### src/rtl/adpll_ctrl.sv
// adpll_ctrl: ADPLL DCO code slew controller with lock tracking and period reporting.
module adpll_ctrl #(
  parameter int SPEED_W     = 10,
  parameter int SLEW        = 16,
  parameter int LOCK_CYCLES = 10,
  parameter int INIT_CODE   = 0,
  parameter int BASE_PS     = 900,
  parameter int STEP_PS     = 10,
  parameter int PER_W       = 16
) (
  input  logic               REF_CLK,
  input  logic               RESET,
  input  logic [SPEED_W-1:0] speed_req,
  input  logic               speed_req_valid,
  output logic               speed_req_ready,
  output logic [SPEED_W-1:0] dco_code,
  output logic [PER_W-1:0]   period_ps,
  output logic               ADPLL_LOCK,
  output logic               busy,
  output logic               lock_lost
);
  localparam int CW = $clog2(LOCK_CYCLES + 1);
  // a slew wider than the code range can never be the limiting term
  localparam int SL = (SLEW > 2**SPEED_W - 1) ? 2**SPEED_W - 1 : SLEW;
  typedef enum logic [1:0] {HOLD, RAMP, LOCKED} state_t;
  state_t             state;
  logic [SPEED_W-1:0] target;
  logic [CW-1:0]      cnt;
  logic [SPEED_W:0]   diff;
  logic [SPEED_W:0]   mag;
  logic [SPEED_W-1:0] step;
  logic [SPEED_W-1:0] next_code;
  logic               accept;
  assign busy            = (state == RAMP);
  assign speed_req_ready = !busy;
  assign period_ps       = PER_W'(BASE_PS) + PER_W'(STEP_PS) * PER_W'(dco_code);
  assign accept          = speed_req_valid && !busy && (speed_req != dco_code);
  always_comb begin
    diff      = {1'b0, target} - {1'b0, dco_code};
    mag       = diff[SPEED_W] ? -diff : diff;
    step      = (mag > (SPEED_W+1)'(SL)) ? SPEED_W'(SL) : mag[SPEED_W-1:0];
    next_code = diff[SPEED_W] ? dco_code - step : dco_code + step;
  end
  always_ff @(posedge REF_CLK or negedge RESET) begin
    if (!RESET) begin
      state      <= HOLD;
      dco_code   <= SPEED_W'(INIT_CODE);
      target     <= SPEED_W'(INIT_CODE);
      cnt        <= '0;
      ADPLL_LOCK <= 1'b0;
      lock_lost  <= 1'b0;
    end else begin
      lock_lost <= 1'b0;
      if (accept) begin
        target     <= speed_req;
        state      <= RAMP;
        cnt        <= '0;
        ADPLL_LOCK <= 1'b0;
        lock_lost  <= (state == LOCKED);
      end else if (state == RAMP) begin
        dco_code <= next_code;
        if (next_code == target) begin
          state <= HOLD;
          cnt   <= '0;
        end
      end else if (state == HOLD) begin
        cnt <= cnt + 1'b1;
        if (cnt + 1'b1 == CW'(LOCK_CYCLES)) begin
          state      <= LOCKED;
          ADPLL_LOCK <= 1'b1;
        end
      end
    end
  end
endmodule

### config.mk
export PLATFORM = sky130hd
export DESIGN_NAME = adpll_ctrl
export DESIGN_NICKNAME = d
export VERILOG_FILES = /design/src/rtl/adpll_ctrl.sv
export SDC_FILE = /design/constraint.sdc
export NUM_CORES = 1
export LEC_CHECK = 0
export BUFFER_PORTS_ARGS = -buffer_cell sky130_fd_sc_hd__buf_2
export CAP_MARGIN = 10
export CORE_MARGIN = 10
export CORE_UTILIZATION = 49
export CTS_CLUSTER_DIAMETER = 40
export DETAILED_ROUTE_END_ITERATION = 10
export MAX_ROUTING_LAYER = met4
export PLACE_DENSITY_LB_ADDON = 0.12
export SKIP_LAST_GASP = 1
export SLEW_MARGIN = 40
export SYNTH_ARGS = -nofsm -noshare
export SYNTH_HDL_FRONTEND = slang
export SYNTH_SLANG_ARGS = --single-unit
export TNS_END_PERCENT = 100
### constraint.sdc
create_clock -name REF_CLK -period 8.5 [get_ports REF_CLK]
set_clock_uncertainty 0.1 [all_clocks]
set_input_delay 1.7 -clock REF_CLK [delete_from_list [all_inputs] [get_ports REF_CLK]]
set_output_delay 1.7 -clock REF_CLK [all_outputs]
set_load 0.05 [all_outputs]
# Yosys cells after proc, flatten, opt, wreduce, memory -nomap -nowiden

Index checks and enable logic that the tools add are counted.

Bits in registers: 28
Logic and storage cells: 51

Add/subtract/negate cells: 6
Multipliers: 1
Order comparisons: 1
Equal/unequal tests: 7
Muxes and demuxes: 17
Bitwise operators: 1
Reduce and logical (&&, ||, !) cells: 12

Operators by type and width:

| cell                                                                             | number |
|---|---|
| 10-bit two-way mux                                                               | 2 |
| 4-bit two-way mux                                                                | 4 |
| 10-bit by 14-bit adder with 15-bit output, first input constant                  | 1 |
| 3-bit by 10-bit multiplier with 13-bit output, first input constant              | 1 |
| 11-bit by 5-bit greater-than comparator with 1-bit output, second input constant | 1 |
| 11-bit two-way mux                                                               | 1 |
| 11-bit negator                                                                   | 1 |
| 10-bit by 10-bit subtractor with 11-bit output                                   | 1 |
| 10-bit adder                                                                     | 1 |
| 10-bit equality test                                                             | 1 |
| 2-bit two-way mux                                                                | 5 |
| 10-bit inequality test                                                           | 1 |
| 10-bit subtractor                                                                | 1 |
| 3-bit AND reduction                                                              | 2 |
| 3-bit nonzero test                                                               | 2 |
| 1-bit two-way mux                                                                | 5 |
| 4-bit by 1-bit adder with 4-bit output, second input constant                    | 1 |
| 4-bit equality test, second input constant                                       | 1 |
| 2-bit AND reduction                                                              | 2 |
| 2-bit nonzero test                                                               | 2 |
| 3-bit by 1-bit inequality test with 1-bit output, second input constant          | 1 |
| 2-bit by 1-bit equality test with 1-bit output, second input constant            | 1 |
| 2-bit equality test, second input constant                                       | 1 |
| 1-bit logical AND                                                                | 2 |
| other kinds (4)                                                                  | 4 |

# Depth between registers and ports, before layout

Gate-level depths: netlist (run 1).

Depth after elaboration: 11
Gate-level depth with buffers: 29
Mapped depth without buffers: 29

# Worst setup path before layout (run 1)

No wires, ideal clock.

Path type: reg2reg
From: register dco_code[1]
To: register cnt[1]
Library setup time: 120 ps
Arrival: 6,669 ps
Path slack: 1,611 ps
Stages on the path, launching flop included: 26
Clock period less this slack: 6,889 ps
Path through: dfrtp_1 inv_1 fa_1 a21o_1 a221oi_4 xnor2_1 a21o_1 or3_1 a221oi_2 o211ai_2 or3_2 ha_1 xor2_1 a22oi_1 ha_1 nand2_1 nand2_1 a21oi_1 nor2_1 a211oi_1 o21bai_1 a21oi_1 xor2_1 xnor2_1 or4_4 a31o_1

Word-level cells in the longest chain between the ends: 10
Elaborated cells on any way between the ends: 15

Ends and longest elaborated chain:

| item                                                              | RTL line | RTL |
|---|---|---|
| start, declared                                                   | 16       | `output logic [SPEED_W-1:0] dco_code,` |
| start signal, assigned                                            | 47       | `dco_code <= SPEED_W'(INIT_CODE);` |
| start signal, assigned                                            | 61       | `dco_code <= next_code;` |
| 10-bit by 10-bit subtractor with 11-bit output                    | 39       | `diff = {1'b0, target} - {1'b0, dco_code};` |
| 11-bit negator                                                    | 40       | `mag = diff[SPEED_W] ? -diff : diff;` |
| 11-bit two-way mux                                                | 40       |  |
| 11-bit by 5-bit greater-than comparator with 1-bit output         | 41       | `step = (mag > (SPEED_W+1)'(SL)) ? SPEED_W'(SL) : mag[SPEED_W-1:0];` |
| 10-bit two-way mux                                                | 41       |  |
| 10-bit adder / 10-bit subtractor (equally long branches)          | 42       | `next_code = diff[SPEED_W] ? dco_code - step : dco_code + step;` |
| 10-bit two-way mux                                                | 42       |  |
| 10-bit equality test                                              | 62       | `if (next_code == target) begin` |
| 3-bit by 1-bit inequality test with 1-bit output (no source line) | --       |  |
| 2-bit AND reduction (no source line)                              | --       |  |
| end signal, assigned                                              | 67       | `cnt <= cnt + 1'b1;` |
| end, declared                                                     | 28       | `logic [CW-1:0] cnt;` |

Several ways; a longest one is shown, not always the timed one.
A chain may end at the register's enable or synchronous reset.

# Worst setup path after layout (run 1)

From: register dco_code[1]
To: register cnt[3]

The elaborated chain is that of the path after synthesis.

==> results.md, run 1 <==
- Outcome: completed
- Fin. Hold Viols: 0
- Die Area: approximately 11000 um^2
- Worst Hold Class: flop to flop
- Via count: ~3000
- Slew Viols, Final: 0
- Most frequent cells in the layout: ha_1 (40), buf_2 (39), nand2_1 (34)
- Root buffer cell: clkbuf_8
- Register area: ~700 um^2
- Residual DRC: 0
- Min Tclk post-route: 7.03 ns
- Final setup TNS: 0 ns
- Max-Cap Viols: 0
- Post-CTS Setup Inserts: 0
- RSZ-0062 raised after global routing: false
- Post-CTS Resized: 0
- Vias/cell: roughly 5.6
- Mapped Area: between 3000 and 4000 um^2
- Syn_area_per_cell: 8.40 um^2
- Startpoint types: flop
- Number of diodes: 0
- Port-buffer cells: 39
- Maximum number of pins on one net before global-route repair: 29
- Setup CP Type: flop to flop
- Layout Nets: 497
- Starting Density: 50.7%
- Critical Path End Type: flop
- Max_slew headroom: 47.6%
- Antenna Nets Post-Route: 0
- H-tree levels: 1
- EDFF count, synth: 0
- Area Growth Syn to Fin: 9.20%
- Period utilization: 82.7%
- Placed Cells: 532
- Post-Layout Cell Count: 536
- Worst Path Required: 8.58 ns
- Most used DFF post-synth: dfrtp_1
- CP Data Arrival Time: 7.11 ns
- Initial antenna violation count: 0
- CTS Sinks: 28
- Grt total ovfl: 0
- WL final: between 8000 and 9000 um
- Post-Place Setup Slack: 1.47 ns
- Initial drt markers: 121
- YS warnings: 0
- Dpl hpwl: about 6700 um
- Synth unique cells: 65
- #FFs+latches synth: 28
- Placer Congestion: 0.892
- Share of cells above drive strength 1: 16.4%
- Commonest non-fill, non-tap cell in the layout: ha_1
- Ys async rst share: between 90% and 100%
- CTS max path bufs: 2
- Ports: 43
- Vias in the first global route: between 2000 and 3000
- Seq/Total Area, Yosys: 20.4%
- Final Cell Area: roughly 3800 um^2
- CTS tree: done
- Setup violations, final: 0
- GRT Total Usage: 15.2%
- Core ar.: 6790 um^2
- Wire length of the first global-routing pass: 14000 um
- Max Clk Rate: roughly 140 MHz
- Worst-Margin Slew: 0.786 ns
- Core Rows: 30
- Total CTS buffers: 3
- Die Ht: 104 um
- Hold_buf cts: 0
- Routed length per instance: about 15 um
- Multi-input logic area: 2550 um^2
- Skew-Pair Late Insertion Delay: 0.28 ns
- DR pass1 iterations: 4
- DIE WIDTH: 104 um
- Fillcell total: 644
- Clk slew on worst S/H paths: around 0.10 ns
- Post-Syn Instances: 410
- Maximum fanout along the worst path: 10
- Worst setup margin: 1.47 ns
- Post-placement cell area: roughly 3700 um^2
[metrics by stage]
| stage | hold slack, ns | utilization (%) |
|---|---|---|
| after floorplan | 0.428 | - |
| after global placement | 0.374 | 54.3 |
| after detailed placement | 0.389 | 54.3 |
| after CTS | 0.412 | 55.3 |
| after global routing | 0.479 | 55.3 |
| final | 0.400 | 55.3 |
[final cells by class]
| cell class | count | area share, % |
|---|---|---|
| multi-input combinational | 339 | 68.0 |
| sequential | 28 | 18.6 |
| timing repair buffer | 40 | 5.39 |
| tap | 96 | 3.20 |
| inverter | 29 | 2.90 |
| clock buffer | 3 | 1.10 |
| clock inverter | 1 | 0.799 |
[synth_stat cells, types with 4 or more instances]
library cell / instances / area, um^2
a21oi_1: 31 / 155
a31o_1: 4 / 35.0
nand3_1: 8 / 40.0
or3_1: 6 / 37.5
a21o_1: 11 / 82.6
nor2_1: 25 / 93.8
nor3_1: 7 / 35.0
nand2_1: 34 / 128
dfrtp_1: 28 / 701
o21bai_1: 5 / 37.5
and3_1: 4 / 25.0
mux2_2: 9 / 101
nor2b_1: 7 / 43.8
xnor2_1: 29 / 254
o21ai_0: 25 / 125
buf_4: 4 / 30.0
clkbuf_1: 8 / 30.0
inv_1: 29 / 109
or2_2: 4 / 25.0
xor2_1: 25 / 219
ha_1: 40 / 500
[worst max-delay path, stage by stage (launching register included)]
cell and delay, ns:
dfrtp_1 0.56, inv_1 0.18, fa_1 0.55, a21o_1 0.25, a221o_2 0.37, a311oi_2 0.72
nand2_1 0.16, o21a_1 0.23, o22ai_1 0.13, a21oi_1 0.12, or3_2 0.46, ha_1 0.25
xor2_1 0.17, a22oi_1 0.21, ha_1 0.30, nand2_1 0.08, nand2_1 0.05, a21oi_1 0.21
nor2_1 0.08, a211oi_1 0.36, o21bai_1 0.10, a21oi_1 0.18, xor2_1 0.24, xnor2_1 0.09
or4_4 0.52, a31o_1 0.24
[layer usage]
layer,vias to the layer above,global-route usage (%),wire length (um)
met4,0,0.895,14
met3,2,2.66,415
met1,1399,20.3,3880
met2,63,24.6,3710
li1,1514,-,-
met5,-,-,0
[sequential cells by signal, summed over array words and instances (netlist names)]
signal,count
target,10
ADPLL_LOCK,1
state,2
dco_code,10
lock_lost,1
cnt,4
[path summary, 6_finish.rpt]
| check | from | endpoint | slack, ns | cells after the start |
|---|---|---|---|---|
| worst max-delay path | dco_code[1] | cnt[3] | 1.47 | 25 |
| worst max register to register | dco_code[1] | cnt[3] | 1.47 | 25 |
| max in group asynchronous | RESET | dco_code[6] | 6.54 | 1 |
| min in group asynchronous | RESET | dco_code[2] | 1.34 | 1 |
| worst min-delay path | ADPLL_LOCK | ADPLL_LOCK | 0.40 | 2 |
| worst min register to register | ADPLL_LOCK | ADPLL_LOCK | 0.40 | 2 |
[kinds of logic (layout without fill, tap and decap cells)]
group                      count (synthesis)  in the layout  synth area share, %
muxes                                      9              9                 2.94
DFF                                       28             28                 20.4
adders and majority gates                 43             43                 16.3
other                                      1              3                0.109
AOI/OAI and AO/OA                        110            110                 22.5
xor gates and xnor gates                  55             55                 14.4
and+or+nand+nor                          119            119                 17.8
buffers and inverters                     45             73                 5.67
Power of run 1 is left out: the tool's default activity adds up to more than one toggle a clock period on the data nets, which glitch-free logic cannot reach.
==> run 2: changes to the inputs <==
--- a/config.mk
+++ b/config.mk
@@ -5,6 +5,7 @@
 export SDC_FILE = /design/constraint.sdc
 export NUM_CORES = 1
 export LEC_CHECK = 0
+export ABC_AREA = 1
 export BUFFER_PORTS_ARGS = -buffer_cell sky130_fd_sc_hd__buf_2
 export CAP_MARGIN = 10
 export CORE_MARGIN = 10
==> constraint.sdc (replaced) <==
create_clock -name REF_CLK -period 7.2 [get_ports REF_CLK]
set_clock_uncertainty 0.1 [all_clocks]
set_input_delay 1.44 -clock REF_CLK [delete_from_list [all_inputs] [get_ports REF_CLK]]
set_output_delay 1.44 -clock REF_CLK [all_outputs]
set_load 0.05 [all_outputs]
==> run 2 against run 1 <==
  * Maximum frequency increased by 19%
  * Worst hold slack got worse by 0.0056 ns
  * Global-route usage increased by 1.7 points
==> results.md, run 2 <==
- Outcome: completed
- EDFF count, synth: 0
- Most used DFF post-synth: dfrtp_1
- WL final: 9170 um
- R2R Path Start: dco_code[1]
- Area leader, netlist: dfrtp_1
- H-tree levels: 1
- Initial drt markers: 152
- Most instantiated cells after synthesis: nand2_1 (147), inv_1 (75), ha_1 (40)
- Met2 wire len: 4450 um
- Most used cell, CP: nand2_1
- Setup CP Type: flop to flop
- Mapped Area: 3580 um^2
- Largest family of logic cells by synthesized area: simple AND/OR/NAND/NOR gates
- Critical R2R Capture: state[0]
- Grt total ovfl: 0
- Post-Syn Instances: 526
- Vias/cell: 5.10
- Worst-Margin Slew: about 0.65 ns
- Core Rows: 31
- Maximum number of pins on one net before global-route repair: 29
- Root buffer cell: clkbuf_8
- Maximum fanout along the worst path: 12
- Area Growth Syn to Fin: 8.98%
- Worst Setup SP: dco_code[1]
- Min Tclk post-route: 5.92 ns
- Commonest non-fill, non-tap cell in the layout: nand2_1
- Xor/xnor share of the synthesized area: 9.54%
- Routed length per instance: about 14 um
- CTS tree: done
- Top cell type's share of synthesized area: between 15 and 20%
- Layout Nets: 618
- CTS Sinks: 28
- Final setup TNS: 0 ns
- Worst r2r path cells: 36
- Fin. Hold Viols: 0
- CP Data Arrival Time: 5.98 ns
- DR pass1 iterations: 4
- Core ar.: 7180 um^2
- Die Ht: about 110 um
- Dpl hpwl: around 7700 um
- Most frequent cells in the layout: nand2_1 (147), inv_1 (75), ha_1 (40)
- Skew-Pair Late Insertion Delay: 0.28 ns
- Antenna Nets Post-Route: 0
- Post-CTS Resized: 0
- Critical Path End Type: flop
- WL met1: 4150 um
- CP endpoint: state[0]
- Multi-input logic area: 2490 um^2
- Via count: around 3400
- Share of cells above drive strength 1: 16.0%
- Mux cell area share after synthesis: 0%
- Placer Congestion: around 0.90
- Setup violations, final: 0
- Syn_area_per_cell: 6.81 um^2
- Slew Viols, Final: 0
- Wire length of the first global-routing pass: 15400 um
- Post-CTS Setup Inserts: 0
- #FFs+latches synth: 28
- Number of diodes: 0
- Synth Area in Compound Gates: 11.7%
- Total CTS buffers: 3
- Clk slew on worst S/H paths: roughly 0.11 ns
- Ports: 43
- Metal3 WL: 533 um
- Simple-gate share of the synthesized area: 32.4%
- Seq/Total Area, Yosys: between 10% and 20%
- Hold_buf cts: 0
- Max Clk Rate: 169 MHz
- Period utilization: 82.2%
- Ys async rst share: 100%
- Synth unique cells: 40
- Port-buffer cells: 39
- CTS max path bufs: 2
- Register area: roughly 700 um^2
- Area contributors post-synth: dfrtp_1 (20%), nand2_1 (15%), ha_1 (14%)
- Vias in the first global route: ~3200
- Slowest-stage cell, CP: dfrtp_1
- Most common cell in the netlist: nand2_1
- Starting Density: between 40% and 50%
- Max_slew headroom: 56.3%
- Die Area: 11100 um^2
- Worst stage delay on the critical path: 0.62 ns
- GRT Total Usage: 16.9%
- Worst Hold Class: flop to flop
- Flop2flop setup slack: ~1.3 ns
- RSZ-0062 raised after global routing: false
- Residual DRC: 0
- DR top layer: met4
- Regs by FF count: dco_code (10), target (10), cnt (4)
- Startpoint types: flop
- Max-Cap Viols: 0
- Worst Path Required: 7.26 ns
- YS warnings: 0
- Initial antenna violation count: 0
- DIE WIDTH: around 110 um
- Area share of fa/ha/maj cells after synthesis: 15.7%
- Fillcell total: 735
-- run 2: worst min-delay path by stage --
stage | from | endpoint | cells after the start
4_1_cts | ADPLL_LOCK | ADPLL_LOCK | 2
3_5_place_dp | ADPLL_LOCK | ADPLL_LOCK | 2
5_1_grt | state[0] | lock_lost | 1
6_report | ADPLL_LOCK | ADPLL_LOCK | 2
2_1_floorplan | state[0] | lock_lost | 1
3_3_place_gp | ADPLL_LOCK | ADPLL_LOCK | 2
-- run 2: per-layer routing --
layer,GRT usage [%],up-vias
met4,1.67,0
li1,-,1750
met1,20.7,1524
met2,29.7,84
met5,-,-
met3,2.25,6
-- run 2: kinds of logic (layout without fill, tap and decap cells) --
kind of cell / count (synthesis) / count (layout)
DFF: 28 / 28
adders and majority gates: 43 / 43
other: 1 / 3
buffers and inverters: 94 / 127
and+or+nand+nor: 251 / 251
AOI/OAI and AO/OA: 70 / 70
xor gates and xnor gates: 39 / 39
-- run 2: final cells by class --
cell class                 count  share of cell area, %
tap                           99                   3.18
inverter                      84                   8.08
timing repair buffer          39                   5.00
clock buffer                   3                   1.06
multi-input combinational    406                   64.0
sequential                    28                   18.0
clock inverter                 1                  0.770
-- run 2: worst max-delay path: cells and delay by family (launching register included) --
| kind | cells | cell delay (ns) |
|---|---|---|
| fa+ha+maj | 3 | 1.21 |
| buf+inv | 3 | 0.39 |
| simple gates | 21 | 2.28 |
| xor+xnor | 2 | 0.38 |
| flops | 1 | 0.62 |
| compound gates | 7 | 0.83 |
-- run 2: per-stage QoR --
step	cell area (um^2)	instances	hold slack [ns]	utilization, %	setup slack [ns]
6_report	3900	660	0.394	54.4	1.28
5_1_grt	3900	660	0.430	54.4	0.765
4_1_cts	3900	660	0.401	54.4	1.32
3_5_place_dp	3830	656	0.367	53.4	1.36
3_3_place_gp	3830	656	0.362	53.4	1.38
2_1_floorplan	3590	528	0.355	-	1.54
Power of run 2 is left out for the same reason.
==> run 3: changes to the inputs <==
--- a/config.mk
+++ b/config.mk
@@ -5,7 +5,7 @@
 export SDC_FILE = /design/constraint.sdc
 export NUM_CORES = 1
 export LEC_CHECK = 0
-export ABC_AREA = 1
+export ABC_AREA = 0
 export BUFFER_PORTS_ARGS = -buffer_cell sky130_fd_sc_hd__buf_2
 export CAP_MARGIN = 10
 export CORE_MARGIN = 10
==> constraint.sdc (replaced) <==
create_clock -name REF_CLK -period 6.2 [get_ports REF_CLK]
set_clock_uncertainty 0.1 [all_clocks]
set_input_delay 1.24 -clock REF_CLK [delete_from_list [all_inputs] [get_ports REF_CLK]]
set_output_delay 1.24 -clock REF_CLK [all_outputs]
set_load 0.05 [all_outputs]
==> run 3 against run 2 <==
  * Utilization rose by 5.9 points
  * Global-route usage down 1.2 points
  * Maximum frequency fell by 2.9%
  * Via count is 7.2% lower
  * Count of clock-buffer cells in the layout did not move
  * Cell count fell by 15%
  * First-iteration DRC count shrank 0.66%
  * Final area increased by 4.9%
  * Non-clock buffer count is 25 higher
  * Critical path depth down 9
  * Setup slack got worse by 1.2 ns
  * Routed wire length is 6.0% lower
==> results.md, run 3 (synthesis gave the netlist of run 1 again) <==
- CTS Sinks: 28
- Worst Path Required: 6.27 ns
- Grt total ovfl: 0
- Maximum number of pins on one net before global-route repair: 29
- Area Growth Syn to Fin: 18.9%
- Antenna Nets Post-Route: 0
- Worst r2r path cells: 27
- Port-buffer cells: 39
- Final setup TNS: 0 ns
- Root buffer cell: clkbuf_8
- Starting Density: 50.7%
- Wire length of the first global-routing pass: between 10000 and 15000 um
- Die Ht: 104 um
- Residual DRC: 0
- Outcome: completed
- Commonest non-fill, non-tap cell in the layout: buf_2
- Worst setup margin: 0.104 ns
- Final Cell Area: 4090 um^2
- Max Clk Rate: 164 MHz
- Number of diodes: 0
- Maximum fanout along the worst path: 5
- Final hold slack: 0.410 ns
- Post-Place Setup Slack: -0.0368 ns
- Vias in the first global route: 2923
- Die Area: 10800 um^2
- CTS tree: done
- Regs by FF count: dco_code (10), target (10), cnt (4)
- RSZ-0062 raised after global routing: true
- GRT Total Usage: approximately 16%
- Core ar.: between 6000 and 7000 um^2
- Setup CP Type: flop to flop
- Hold path depth: 2
- Dpl hpwl: roughly 6900 um
- Initial antenna violation count: 0
- Multi-input logic area: 2700 um^2
- Routed length per instance: approximately 15 um
- Fillcell total: 628
- Max_slew headroom: 56.7%
- Initial drt markers: 151
- Worst Hold Class: flop to flop
- Setup violations, final: 0
- Clk slew on worst S/H paths: 0.10 ns
- WL final: 8620 um
- Most frequent cells in the layout: buf_2 (39), ha_1 (37), nand2_1 (34)
- Core Rows: 30
- Critical Path End Type: flop
- Ports: 43
- DR pass1 iterations: 4
- Share of cells above drive strength 1: 25.9%
- Startpoint types: flop
- H-tree levels: 1
- Post-placement cell area: just under 4000 um^2
- Vias/cell: about 5.6
- Fin. Hold Viols: 0
- CP Data Arrival Time: between 6 and 7 ns
- Total CTS buffers: 3
- Slew Viols, Final: 0
- Worst-Margin Slew: 0.649 ns
- CTS max path bufs: 2
- Register area: 706 um^2
- Skew-Pair Late Insertion Delay: 0.28 ns
- Max-Cap Viols: 0
- Period utilization: 98.3%
- Via count: 3121
- Min Tclk post-route: 6.10 ns
- Placer Congestion: between 0.8 and 0.9
- DIE WIDTH: 104 um
- Layout Nets: 521
run 3: timing repair:
item                       CTS  global route
hold buffers                 0             0
pin swaps                    7            33
resized for setup            2            17
setup buffers                2             6
setup endpoints to repair    5             5
hold endpoints to repair     0             0
run 3: final timing paths:
path	endpoint	start	slack, ns
max	cnt[1]	target[0]	0.10
min	ADPLL_LOCK	ADPLL_LOCK	0.41
max reg2reg	cnt[1]	target[0]	0.10
min reg2reg	ADPLL_LOCK	ADPLL_LOCK	0.41
max in group asynchronous	dco_code[1]	RESET	4.65
min in group asynchronous	target[2]	RESET	0.87
run 3: stage by stage:
stage          instances  util, %
2_1_floorplan        412        -
3_3_place_gp         548     56.9
3_5_place_dp         548     56.9
4_1_cts              554     58.3
5_1_grt              560     60.2
6_report             560     60.2
run 3: final cells by class:
cell class | count | area share, %
multi-input combinational | 339 | 66.0
timing repair buffer | 64 | 9.35
tap | 96 | 2.93
clock buffer | 3 | 1.01
inverter | 29 | 2.75
sequential | 28 | 17.2
clock inverter | 1 | 0.734
run 3: layer usage:
layer  GRT usage [%]  wire length, um  vias up
met5               -                0        -
met4            1.79               22        0
met3            2.91              456        4
met2            24.1             3900       80
met1            21.6             4240     1466
li1                -                -     1571
run 3: critical path, cell delays in order (launching register included):
cell and delay, ns:
dfrtp_1 0.42, inv_2 0.09, ha_4 0.14, inv_2 0.04, fa_2 0.42, a21o_1 0.23
a221oi_4 0.38, xnor2_2 0.13, a21o_1 0.19, or3_1 0.36, a221oi_2 0.25, o211ai_2 0.13
or3_4 0.41, ha_4 0.18, xor2_1 0.14, a22oi_1 0.19, ha_1 0.29, nand2_1 0.07
nand2_1 0.06, a21oi_2 0.19, nor2_2 0.05, a211oi_2 0.20, buf_4 0.18, xnor2_4 0.12
xnor2_1 0.13, nand4_1 0.11, or4_4 0.58, a31o_1 0.20
Power of run 3 is left out for the same reason.
